$ cat src/rtl/seg_pkg.sv
//============================================================================
// seg_pkg: segment codes, FSM state type and BCD sizing helper. Rev 1.0
//============================================================================
`default_nettype none

package seg_pkg;

  // {a,b,c,d,e,f,g,bit0}, active low
  localparam logic [7:0] C_SEG_0     = 8'b00000010;
  localparam logic [7:0] C_SEG_1     = 8'b10011110;
  localparam logic [7:0] C_SEG_2     = 8'b00100100;
  localparam logic [7:0] C_SEG_3     = 8'b00001100;
  localparam logic [7:0] C_SEG_4     = 8'b10011000;
  localparam logic [7:0] C_SEG_5     = 8'b01001000;
  localparam logic [7:0] C_SEG_6     = 8'b01000000;
  localparam logic [7:0] C_SEG_7     = 8'b00011110;
  localparam logic [7:0] C_SEG_8     = 8'b00000000;
  localparam logic [7:0] C_SEG_9     = 8'b00001000;
  localparam logic [7:0] C_SEG_DASH  = 8'b11111100;
  localparam logic [7:0] C_SEG_BLANK = 8'b11111110;

  typedef enum logic [1:0] {
    IDLE    = 2'd0,
    CONVERT = 2'd1,
    UPDATE  = 2'd2
  } state_t;

  // ceil(width*0.302)+1 digits always holds 2^width-1
  function automatic int calc_nb(input int width);
    return (width * 302 + 999) / 1000 + 1;
  endfunction

endpackage

`default_nettype wire

$ cat src/rtl/seg_decode.sv
//============================================================================
// seg_decode: BCD digit plus blank/dash flags -> active-low segment code. Rev 1.0
//============================================================================
`default_nettype none

module seg_decode
  import seg_pkg::*;
(
  input  logic [3:0] i_digit,
  input  logic       i_blank,
  input  logic       i_dash,
  output logic [7:0] o_seg
);

  always_comb begin
    o_seg = C_SEG_BLANK;
    if (i_dash) begin
      o_seg = C_SEG_DASH;
    end else if (!i_blank) begin
      case (i_digit)
        4'd0:    o_seg = C_SEG_0;
        4'd1:    o_seg = C_SEG_1;
        4'd2:    o_seg = C_SEG_2;
        4'd3:    o_seg = C_SEG_3;
        4'd4:    o_seg = C_SEG_4;
        4'd5:    o_seg = C_SEG_5;
        4'd6:    o_seg = C_SEG_6;
        4'd7:    o_seg = C_SEG_7;
        4'd8:    o_seg = C_SEG_8;
        4'd9:    o_seg = C_SEG_9;
        default: o_seg = C_SEG_BLANK;
      endcase
    end
  end

endmodule

`default_nettype wire

$ cat src/rtl/seg_scan_driver.sv
//============================================================================
// seg_scan_driver: double-dabble BCD converter + multiplexed 7-seg scan.
// Define SEG_BLANK_EN for leading-zero blanking. Rev 1.0
//============================================================================
`default_nettype none

module seg_scan_driver
  import seg_pkg::*;
#(
  parameter int WIDTH    = 8,
  parameter int DIGITS   = 3,
  parameter int SCAN_DIV = 50000
) (
  input  logic                  clk,
  input  logic                  rst_n,
  input  logic                  load,
  input  logic [WIDTH-1:0]      value,
  output logic                  busy,
  output logic                  done,
  output logic                  ovf,
  output logic [4*DIGITS-1:0]   bcd,
  output logic [7:0]            seg,
  output logic [DIGITS-1:0]     an
);

  localparam int NB    = calc_nb(WIDTH);
  localparam int NACC  = (NB > DIGITS) ? NB : DIGITS;
  localparam int CNT_W = $clog2(WIDTH);
  localparam int PS_W  = $clog2(SCAN_DIV);
  localparam int IDX_W = (DIGITS > 1) ? $clog2(DIGITS) : 1;
  localparam logic [DIGITS-1:0] AN_RST = ~DIGITS'(1);

  state_t                state_q, state_d;
  logic [WIDTH-1:0]      shift_q, shift_d;
  logic [4*NACC-1:0]     acc_q, acc_d, acc_adj;
  logic [CNT_W-1:0]      cnt_q, cnt_d;
  logic                  busy_q, busy_d;
  logic                  done_q, done_d;
  logic                  ovf_q, ovf_d;
  logic [4*DIGITS-1:0]   bcd_q, bcd_d;
  logic [4*DIGITS-1:0]   disp_q, disp_d;
  logic                  disp_ovf_q, disp_ovf_d;
  logic [PS_W-1:0]       presc_q, presc_d;
  logic [IDX_W-1:0]      idx_q, idx_d;
  logic [7:0]            seg_q, seg_d;
  logic [DIGITS-1:0]     an_q, an_d;
  logic                  acc_hi_nz;
  logic [DIGITS-1:0]     blank_vec;
  logic [3:0]            cur_digit;
  logic                  cur_blank;
  logic [7:0]            seg_dec;

  always_comb begin
    acc_adj = acc_q;
    for (int i = 0; i < NACC; i++) begin
      if (acc_q[4*i +: 4] >= 4'd5) acc_adj[4*i +: 4] = acc_q[4*i +: 4] + 4'd3;
    end
  end

  always_comb begin
    acc_hi_nz = 1'b0;
    for (int i = DIGITS; i < NACC; i++) acc_hi_nz = acc_hi_nz | (acc_q[4*i +: 4] != 4'd0);
  end

  always_comb begin
    state_d    = state_q;
    shift_d    = shift_q;
    acc_d      = acc_q;
    cnt_d      = cnt_q;
    bcd_d      = bcd_q;
    ovf_d      = ovf_q;
    disp_d     = disp_q;
    disp_ovf_d = disp_ovf_q;
    done_d     = 1'b0;
    case (state_q)
      IDLE: begin
        if (load) begin
          state_d = CONVERT;
          shift_d = value;
          acc_d   = '0;
          cnt_d   = '0;
        end
      end
      CONVERT: begin
        acc_d   = {acc_adj[4*NACC-2:0], shift_q[WIDTH-1]};
        shift_d = {shift_q[WIDTH-2:0], 1'b0};
        if (cnt_q == CNT_W'(WIDTH - 1)) begin
          state_d = UPDATE;
          cnt_d   = '0;
        end else begin
          cnt_d   = cnt_q + 1'b1;
        end
      end
      UPDATE: begin
        state_d    = IDLE;
        bcd_d      = acc_q[4*DIGITS-1:0];
        ovf_d      = acc_hi_nz;
        disp_d     = acc_q[4*DIGITS-1:0];
        disp_ovf_d = acc_hi_nz;
        done_d     = 1'b1;
      end
      default: state_d = IDLE;
    endcase
    busy_d = (state_d != IDLE);
  end

  // Scan timing is free-running; only the latch contents follow conversions.
  always_comb begin
    presc_d = presc_q + 1'b1;
    idx_d   = idx_q;
    if (presc_q == PS_W'(SCAN_DIV - 1)) begin
      presc_d = '0;
      idx_d   = (idx_q == IDX_W'(DIGITS - 1)) ? '0 : idx_q + 1'b1;
    end
  end

`ifdef SEG_BLANK_EN
  always_comb begin
    logic lead_zero;
    lead_zero = 1'b1;
    blank_vec = '0;
    for (int i = DIGITS - 1; i >= 0; i--) begin
      lead_zero    = lead_zero & (disp_q[4*i +: 4] == 4'd0);
      blank_vec[i] = lead_zero & (i != 0);
    end
  end
`else
  assign blank_vec = '0;
`endif

  always_comb begin
    cur_digit = 4'd0;
    cur_blank = 1'b0;
    for (int i = 0; i < DIGITS; i++) begin
      if (idx_q == IDX_W'(i)) begin
        cur_digit = disp_q[4*i +: 4];
        cur_blank = blank_vec[i];
      end
    end
  end

  seg_decode u_seg_decode (
    .i_digit (cur_digit),
    .i_blank (cur_blank),
    .i_dash  (disp_ovf_q),
    .o_seg   (seg_dec)
  );

  always_comb begin
    seg_d = seg_dec;
    an_d  = '1;
    for (int i = 0; i < DIGITS; i++) an_d[i] = (idx_q != IDX_W'(i));
  end

  always_ff @(posedge clk or negedge rst_n) begin
    if (!rst_n) begin
      state_q    <= IDLE;
      shift_q    <= '0;
      acc_q      <= '0;
      cnt_q      <= '0;
      busy_q     <= 1'b0;
      done_q     <= 1'b0;
      ovf_q      <= 1'b0;
      bcd_q      <= '0;
      disp_q     <= '0;
      disp_ovf_q <= 1'b0;
      presc_q    <= '0;
      idx_q      <= '0;
      seg_q      <= C_SEG_0;
      an_q       <= AN_RST;
    end else begin
      state_q    <= state_d;
      shift_q    <= shift_d;
      acc_q      <= acc_d;
      cnt_q      <= cnt_d;
      busy_q     <= busy_d;
      done_q     <= done_d;
      ovf_q      <= ovf_d;
      bcd_q      <= bcd_d;
      disp_q     <= disp_d;
      disp_ovf_q <= disp_ovf_d;
      presc_q    <= presc_d;
      idx_q      <= idx_d;
      seg_q      <= seg_d;
      an_q       <= an_d;
    end
  end

  assign busy = busy_q;
  assign done = done_q;
  assign ovf  = ovf_q;
  assign bcd  = bcd_q;
  assign seg  = seg_q;
  assign an   = an_q;

endmodule

`default_nettype wire

$ cat config.mk
export PLATFORM = sky130hd
export DESIGN_NAME = seg_scan_driver
export DESIGN_NICKNAME = d
export VERILOG_FILES = /design/src/rtl/seg_pkg.sv /design/src/rtl/seg_decode.sv /design/src/rtl/seg_scan_driver.sv
export SDC_FILE = /design/constraint.sdc
export NUM_CORES = 1
export LEC_CHECK = 0
export CORE_ASPECT_RATIO = 0.6
export CORE_MARGIN = 4
export CORE_UTILIZATION = 30
export DETAILED_ROUTE_END_ITERATION = 16
export HOLD_SLACK_MARGIN = 0.1
export SLEW_MARGIN = 10
export SYNTH_ARGS = -nofsm -noshare
export SYNTH_HDL_FRONTEND = slang
export SYNTH_SLANG_ARGS = --single-unit
$ cat constraint.sdc
create_clock -name clk -period 2.1 [get_ports clk]
set_input_delay 0.315 -clock clk [delete_from_list [all_inputs] [get_ports clk]]
set_output_delay 0.315 -clock clk [all_outputs]
set_load 0.05 [all_outputs]
==> results of run 1 <==
==> power by group through the flow <==
stage | combinational, mW | sequential [mW] | clock [mW]
6_report | 2.89 | 2.17 | 1.76
3_5_place_dp | 2.88 | 2.19 | 0
5_1_grt | 3.17 | 2.23 | 1.88
3_3_place_gp | 2.82 | 2.18 | 0
4_1_cts | 2.91 | 2.17 | 1.80
2_1_floorplan | 1.47 | 2.64 | 0
==> final cells by class <==
class                           instances  area [µm²]  area share, %
Clock buffer                           11         243           5.42
Clock inverter                          5         105           2.35
Inverter                               19        71.3           1.59
Multi-Input combinational cell        207        1540           34.5
Sequential cell                        72        1810           40.3
Tap cell                              160         200           4.47
Timing Repair Buffer                   55         510           11.4
==> registers in the layout (all words and copies together) (netlist names) <==
name and flops:
busy 1, presc_q 16, done 1, seg 7, idx_q 2, state_q 2
acc_q 16, cnt_q 3, an 3, disp_ovf_q 1, disp_q 12, shift_q 8
==> cells by family (layout without fill, tap and decap cells) <==
| family | after synthesis | count (layout) | share of synthesized area (%) |
|---|---|---|---|
| xor+xnor | 18 | 18 | 4.51 |
| mux | 28 | 28 | 8.81 |
| other cells | 1 | 1 | 0.107 |
| compound gates | 57 | 57 | 11.7 |
| flops | 72 | 72 | 51.7 |
| simple gates | 85 | 85 | 12.5 |
| fa+ha+maj | 18 | 18 | 6.44 |
| buf+inv | 34 | 90 | 4.19 |
==> cell usage in the layout, fill, tap and decap left out, drive strengths merged, types with 7 or more instances in the layout <==
cell type / n
dfrtp: 69
clkdlybuf4s50: 34
nand2: 24
nor2: 24
buf: 20
inv: 19
mux2: 19
ha: 18
clkbuf: 11
xor2: 10
mux2i: 9
a21oi: 8
xnor2: 8
a31oi: 8
o21ai: 8
nand3: 7
nand2b: 7
==> through the flow <==
step | hold WS (ns) | setup WS, ns | power, mW | instances
2_1_floorplan | 0.0194 | 0.182 | 4.11 | 313
3_3_place_gp | 0.286 | 0.253 | 5.00 | 512
3_5_place_dp | 0.295 | 0.187 | 5.07 | 512
4_1_cts | 0.483 | 0.0812 | 6.88 | 529
5_1_grt | 0.515 | 0.0205 | 7.28 | 529
6_report | 0.470 | 0.0883 | 6.82 | 529
==> worst min path at each step <==
stage	depth (start not counted)	endpoint
after floorplan	0	acc_q[0]$_DFFE_PN0P_
after global placement	1	presc_q[10]$_DFF_PN0_
after detailed placement	1	presc_q[10]$_DFF_PN0_
after CTS	2	presc_q[10]$_DFF_PN0_
after global routing	2	presc_q[4]$_DFF_PN0_
final	2	presc_q[8]$_DFF_PN0_
==> layer usage <==
layer	GRT usage (%)	wire length, µm	vias to the layer above
met1	18.7	4250	1214
met4	3.26	86	0
li1	-	-	1199
met3	4.39	292	13
met2	16.5	3070	41
met5	0	0	-
==> worst register-to-register path: stages (launching register included) <==
cell	delay [ns]
dfrtp_1	0.39
mux2_2	0.35
a22oi_1	0.41
inv_1	0.13
ha_1	0.25
o31ai_1	0.26
a21oi_1	0.07
==> results.tsv, run 1 <==
metric	value	unit
via count	2467	
post-synthesis sequential area ratio	51.7	%
commonest cells in the synthesized netlist	69 x dfrtp_1, 24 x nand2_1, 24 x nor2_1	
Syn Inst Count	313	
Antenna Cells	0	
Seq pwr share	31.8	%
most frequent cell after synthesis	dfrtp_1	
Area Overhead vs Synth	28.1	%
design area	4480	µm²
Layout Skew	0.00700	ns
RePlAce Congestion	0.772	
Levels on crit path	1	
CP endpoint kind	output port	
Sink Count	72	
Period minus WS final	2.01	ns
Initial Util	30.8	%
Worst Tran Pin Value	0.570	ns
FF+latch count, synth	72	
DP Wirelength	5580	µm
# Post-CTS Setup Buffers	0	
Syn Nets	342	
wire length per cell	14.5	µm
worst hold path class	input pin to asynchronous set/reset pin	
max cap viols	0	
H-tree depth	3	
hold_buf cts	1	
Slowest cell on crit path	clkdlybuf4s50_1	
GR Util All Layers	12.4	%
switching fraction of total power	38.2	%
r2r setup slk	0.16	ns
synth unique cells	50	
root cell of the clock tree	clkbuf_16	
Top delay family on crit path	buffers and inverters	
Critical Path RT	1.78	ns
Num CTS Buffers	9	
Setup-failing EPs final	0	
final period utilization	95.8	%
number of antenna violations at the first check in global routing	0	
Max stage delay on crit path	0.80	ns
ys async rst share	100	%
largest net degree at the start of global routing	41	
fillers	1103	
number of flops mapped to enable cells by yosys	0	
number of remaining DRC errors	0	
total gr overflow	0	
Power per Cell Area	1520	nW/µm²
Die X	147	µm
Setup Crit Path Kind	flop to output port	
Slew Viols, Final	0	
Final TNS setup	0	ns
crit path launch type	flop	
Area after DPL	4120	µm²
area share of the leading cell type in the synthesized netlist	49.4	%
post-cts repair resize count	0	
Crit. Startpoint	seg[1]$_DFF_PN1_	
CTS max path bufs	2	
1st-iter DRT viols	173	
first-pass GRT wire length	13100	µm
Top Ports	37	
WP data arrival	1.70	ns
Post-synth top flop	dfrtp_1	
Clock transition at path regs	0.06	ns
leakage	1.99	nW
Hold Violations, Final	0	
DRT Pass-1 Iters	4	
core footprint	11300	µm²
Worst-Skew Late Latency	0.33	ns
VDD IR max	0.000527	V
layout cell share with drive strength beyond 1	17.1	%
Final #Nets	393	
clock share of power	25.8	%
FF-to-FF End	seg[1]$_DFF_PN1_	
die area	13500	µm²
Sw Pwr	2.60	mW
Rel. slew slack	61.9	%
critical-path maximum fanout	1	
Internal	4.22	mW
worst-path cell chain	clkdlybuf4s50_1	
Die Ht	91.6	µm
combinational power share	42.4	%
status	complete, no violations	
reg2reg path depth	6	
f_max	497	MHz
mapped cell area	3490	µm²
Buf+Inv Stages, Crit Path	1	
# port buffers	35	
vias in the first global route	2491	
synth top area cells	dfrtp_1 49%, ha_1 6.4%, mux2_2 5.8%	
reg-to-reg startpoint	idx_q[1]$_DFFE_PN0N_	
crit path capture	seg[1]	
Synth area leader	dfrtp_1	
detailed-route wire length	7690	µm
Syn. warnings	0	
Final Util	39.5	%
vias per cell	4.66	
Post-DRT Antenna Nets	0	
CTS tree	built	
Syn Area/Cell	11.2	µm²
num rows	30	
RSZ-0062 raised after global routing	no	
Note: power is estimated with default switching activity, not from simulation.
==> run 2: changes to the inputs <==
--- a/config.mk
+++ b/config.mk
@@ -5,11 +5,13 @@
 export SDC_FILE = /design/constraint.sdc
 export NUM_CORES = 1
 export LEC_CHECK = 0
+export ABC_AREA = 1
 export CORE_ASPECT_RATIO = 0.6
-export CORE_MARGIN = 4
+export CORE_MARGIN = 1.5
 export CORE_UTILIZATION = 30
 export DETAILED_ROUTE_END_ITERATION = 16
 export HOLD_SLACK_MARGIN = 0.1
+export SKIP_LAST_GASP = 1
 export SLEW_MARGIN = 10
 export SYNTH_ARGS = -nofsm -noshare
 export SYNTH_HDL_FRONTEND = slang
==> run 2 against run 1 <==
Against the previous run:
- first-iteration DRC count up 14%
- clock skew hardly changed
- worst setup slack worse by 0.012 ns
- critical endpoint is now ovf
==> results.tsv, run 2 <==
metric	value	unit	change
Clock transition at path regs	0.05	ns	about the same
via count	2800		+13%
Layout Skew	0.00677	ns	-0.000232 ns
Non-Filler Instances	620		+17%
largest net degree at the start of global routing	57		+39%
Synth area leader	dfrtp_1		
most frequent cell after synthesis	nand2_1		
synth unique cells	33		-34%
WP data arrival	1.71	ns	about the same
wire length per cell	12.8	µm	-12%
Post-synth top flop	dfrtp_1		
Num CTS Buffers	9		unchanged
post-synthesis sequential area ratio	50.8	%	-0.91 points
Worst-Skew Late Latency	0.34	ns	about the same
Power per Cell Area	1510	nW/µm²	-1.0%
num rows	30		unchanged
total gr overflow	0		unchanged
DP Wirelength	5890	µm	+5.6%
CTS max path bufs	2		unchanged
first-pass GRT wire length	13800	µm	+5.4%
Rel. slew slack	64.5	%	+2.6 points
Slowest cell on crit path	clkdlybuf4s50_1		
status	complete, no violations		
Area Overhead vs Synth	23.0	%	
die area	12500	µm²	-7.1%
vias per cell	4.52		-3.2%
number of antenna violations at the first check in global routing	0		unchanged
commonest cells in the synthesized netlist	77 x nand2_1, 69 x dfrtp_1, 50 x inv_1		
RSZ-0062 raised after global routing	no		
final period utilization	96.4	%	+0.57 points
synth top area cells	dfrtp_1 49%, nand2_1 8.1%, o21ai_0 6.9%		
crit path launch type	flop		
f_max	494	MHz	-0.59%
FF+latch count, synth	72		unchanged
Setup-failing EPs final	0		unchanged
final hold slack	0.440	ns	-0.0301 ns
root cell of the clock tree	clkbuf_16		
top flop regs	acc_q (16), presc_q (16), disp_q (12)		
Slew Viols, Final	0		unchanged
Hold Violations, Final	0		unchanged
layout cell share with drive strength beyond 1	8.48	%	-8.6 points
Period minus WS final	2.02	ns	+0.0119 ns
max cap viols	0		unchanged
core footprint	11400	µm²	+0.66%
Initial Util	31.2	%	+0.35 points
# port buffers	35		unchanged
vias in the first global route	2844		+14%
worst hold path class	input pin to asynchronous set/reset pin		
Die X	144	µm	-2.6%
Syn Nets	439		+28%
Critical Path RT	1.78	ns	about the same
RePlAce Congestion	0.865		+12%
VDD IR max	0.000563	V	+6.7%
Final TNS setup	0	ns	unchanged
GR Util All Layers	14.5	%	+2.1 points
Post-DRT Antenna Nets	0		unchanged
CTS tree	built		
H-tree depth	3		unchanged
Die Ht	87.3	µm	-4.6%
Top Ports	37		unchanged
Syn. warnings	0		unchanged
Worst Tran Pin Value	0.528	ns	-0.0419 ns
1st-iter DRT viols	198		+14%
Top delay family on crit path	buffers and inverters		
Final #Nets	484		+23%
detailed-route wire length	7950	µm	+3.4%
mapped cell area	3560	µm²	+1.8%
Syn Inst Count	410		+31%
Antenna Cells	0		unchanged
worst-path cell chain	clkdlybuf4s50_1		
Setup Crit Path Kind	flop to output port		
critical-path maximum fanout	5		+4
CP endpoint kind	output port		
most common cell after layout, fill and taps aside	nand2_1		
number of remaining DRC errors	0		unchanged
Final Util	38.4	%	-1.1 points
Max stage delay on crit path	0.87	ns	+0.07 ns
Syn Area/Cell	8.68	µm²	-22%
area share of the leading cell type in the synthesized netlist	48.5	%	-0.87 points
Buf+Inv Stages, Crit Path	1		unchanged
most frequent cells in the layout	77 x nand2_1, 69 x dfrtp_1, 50 x inv_1		
Sink Count	72		unchanged
ys async rst share	100	%	unchanged
DRT Pass-1 Iters	4		unchanged
# Post-CTS Setup Buffers	0		unchanged
leakage	2.05	nW	+3.2%
number of flops mapped to enable cells by yosys	0		unchanged
placed cells	603		+18%
## run 2: cell type report
class                      count  area, µm²
clock buffer                  14        244
clock inverter                 2       10.0
timing repair buffer          41        405
sequential                    72       1810
inverter                      55        211
tap                          160        200
multi-input combinational    276       1500
fill                        1170       7030
## run 2: power breakdown
part           internal, mW  switching [mW]
sequential             1.87           0.338
combinational          1.06            1.99
clock                 0.797           0.549
## run 2: repair_timing
action	CTS	global route
hold buffers	1	0
endpoints found under the hold margin	14	0
resized for setup	0	0
## run 2: kinds of logic (layout without fill, tap and decap cells)
| family | Yosys count | count (layout) | share of synthesized area (%) |
|---|---|---|---|
| AO/OA/AOI/OAI | 86 | 86 | 13.3 |
| XOR/XNOR | 12 | 12 | 2.95 |
| adder cells (fa/ha/maj) | 18 | 18 | 6.33 |
| buffers and inverters | 62 | 112 | 7.07 |
| flip-flops | 72 | 72 | 50.8 |
| other | 1 | 1 | 0.105 |
| AND/OR/NAND/NOR | 159 | 159 | 19.5 |
## run 2: final timing paths
check                           slack [ns]                    from  cells after the start               endpoint
worst max-delay path                  0.08  disp_ovf_q$_DFFE_PN0P_                      1                    ovf
worst min-delay path                  0.44                   rst_n                      2  presc_q[15]$_DFF_PN0_
worst max register to register        0.25    idx_q[0]$_DFFE_PN0N_                      9       seg[4]$_DFF_PN0_
worst min register to register        0.49    presc_q[0]$_DFF_PN0_                      1   presc_q[0]$_DFF_PN0_
max in group asynchronous             1.00                   rst_n                      3       seg[1]$_DFF_PN1_
min in group clk                      0.49    presc_q[0]$_DFF_PN0_                      1   presc_q[0]$_DFF_PN0_
## run 2: per-layer routing
layer	vias up	share of wire [%]	GRT usage (%)
li1	1419	-	-
met1	1296	50	19.5
met2	74	43	22.0
met3	11	5.8	5.11
met4	0	1.3	3.90
met5	-	0	0
## run 2: metrics by stage
step | total power [mW] | area, µm² | setup slack, ns
3_3_place_gp | 5.21 | 4110 | 0.382
2_1_floorplan | 4.33 | 3560 | 0.359
5_1_grt | 7.16 | 4380 | 0.0348
3_5_place_dp | 5.29 | 4110 | 0.301
4_1_cts | 6.69 | 4380 | 0.0636
6_report | 6.60 | 4380 | 0.0764
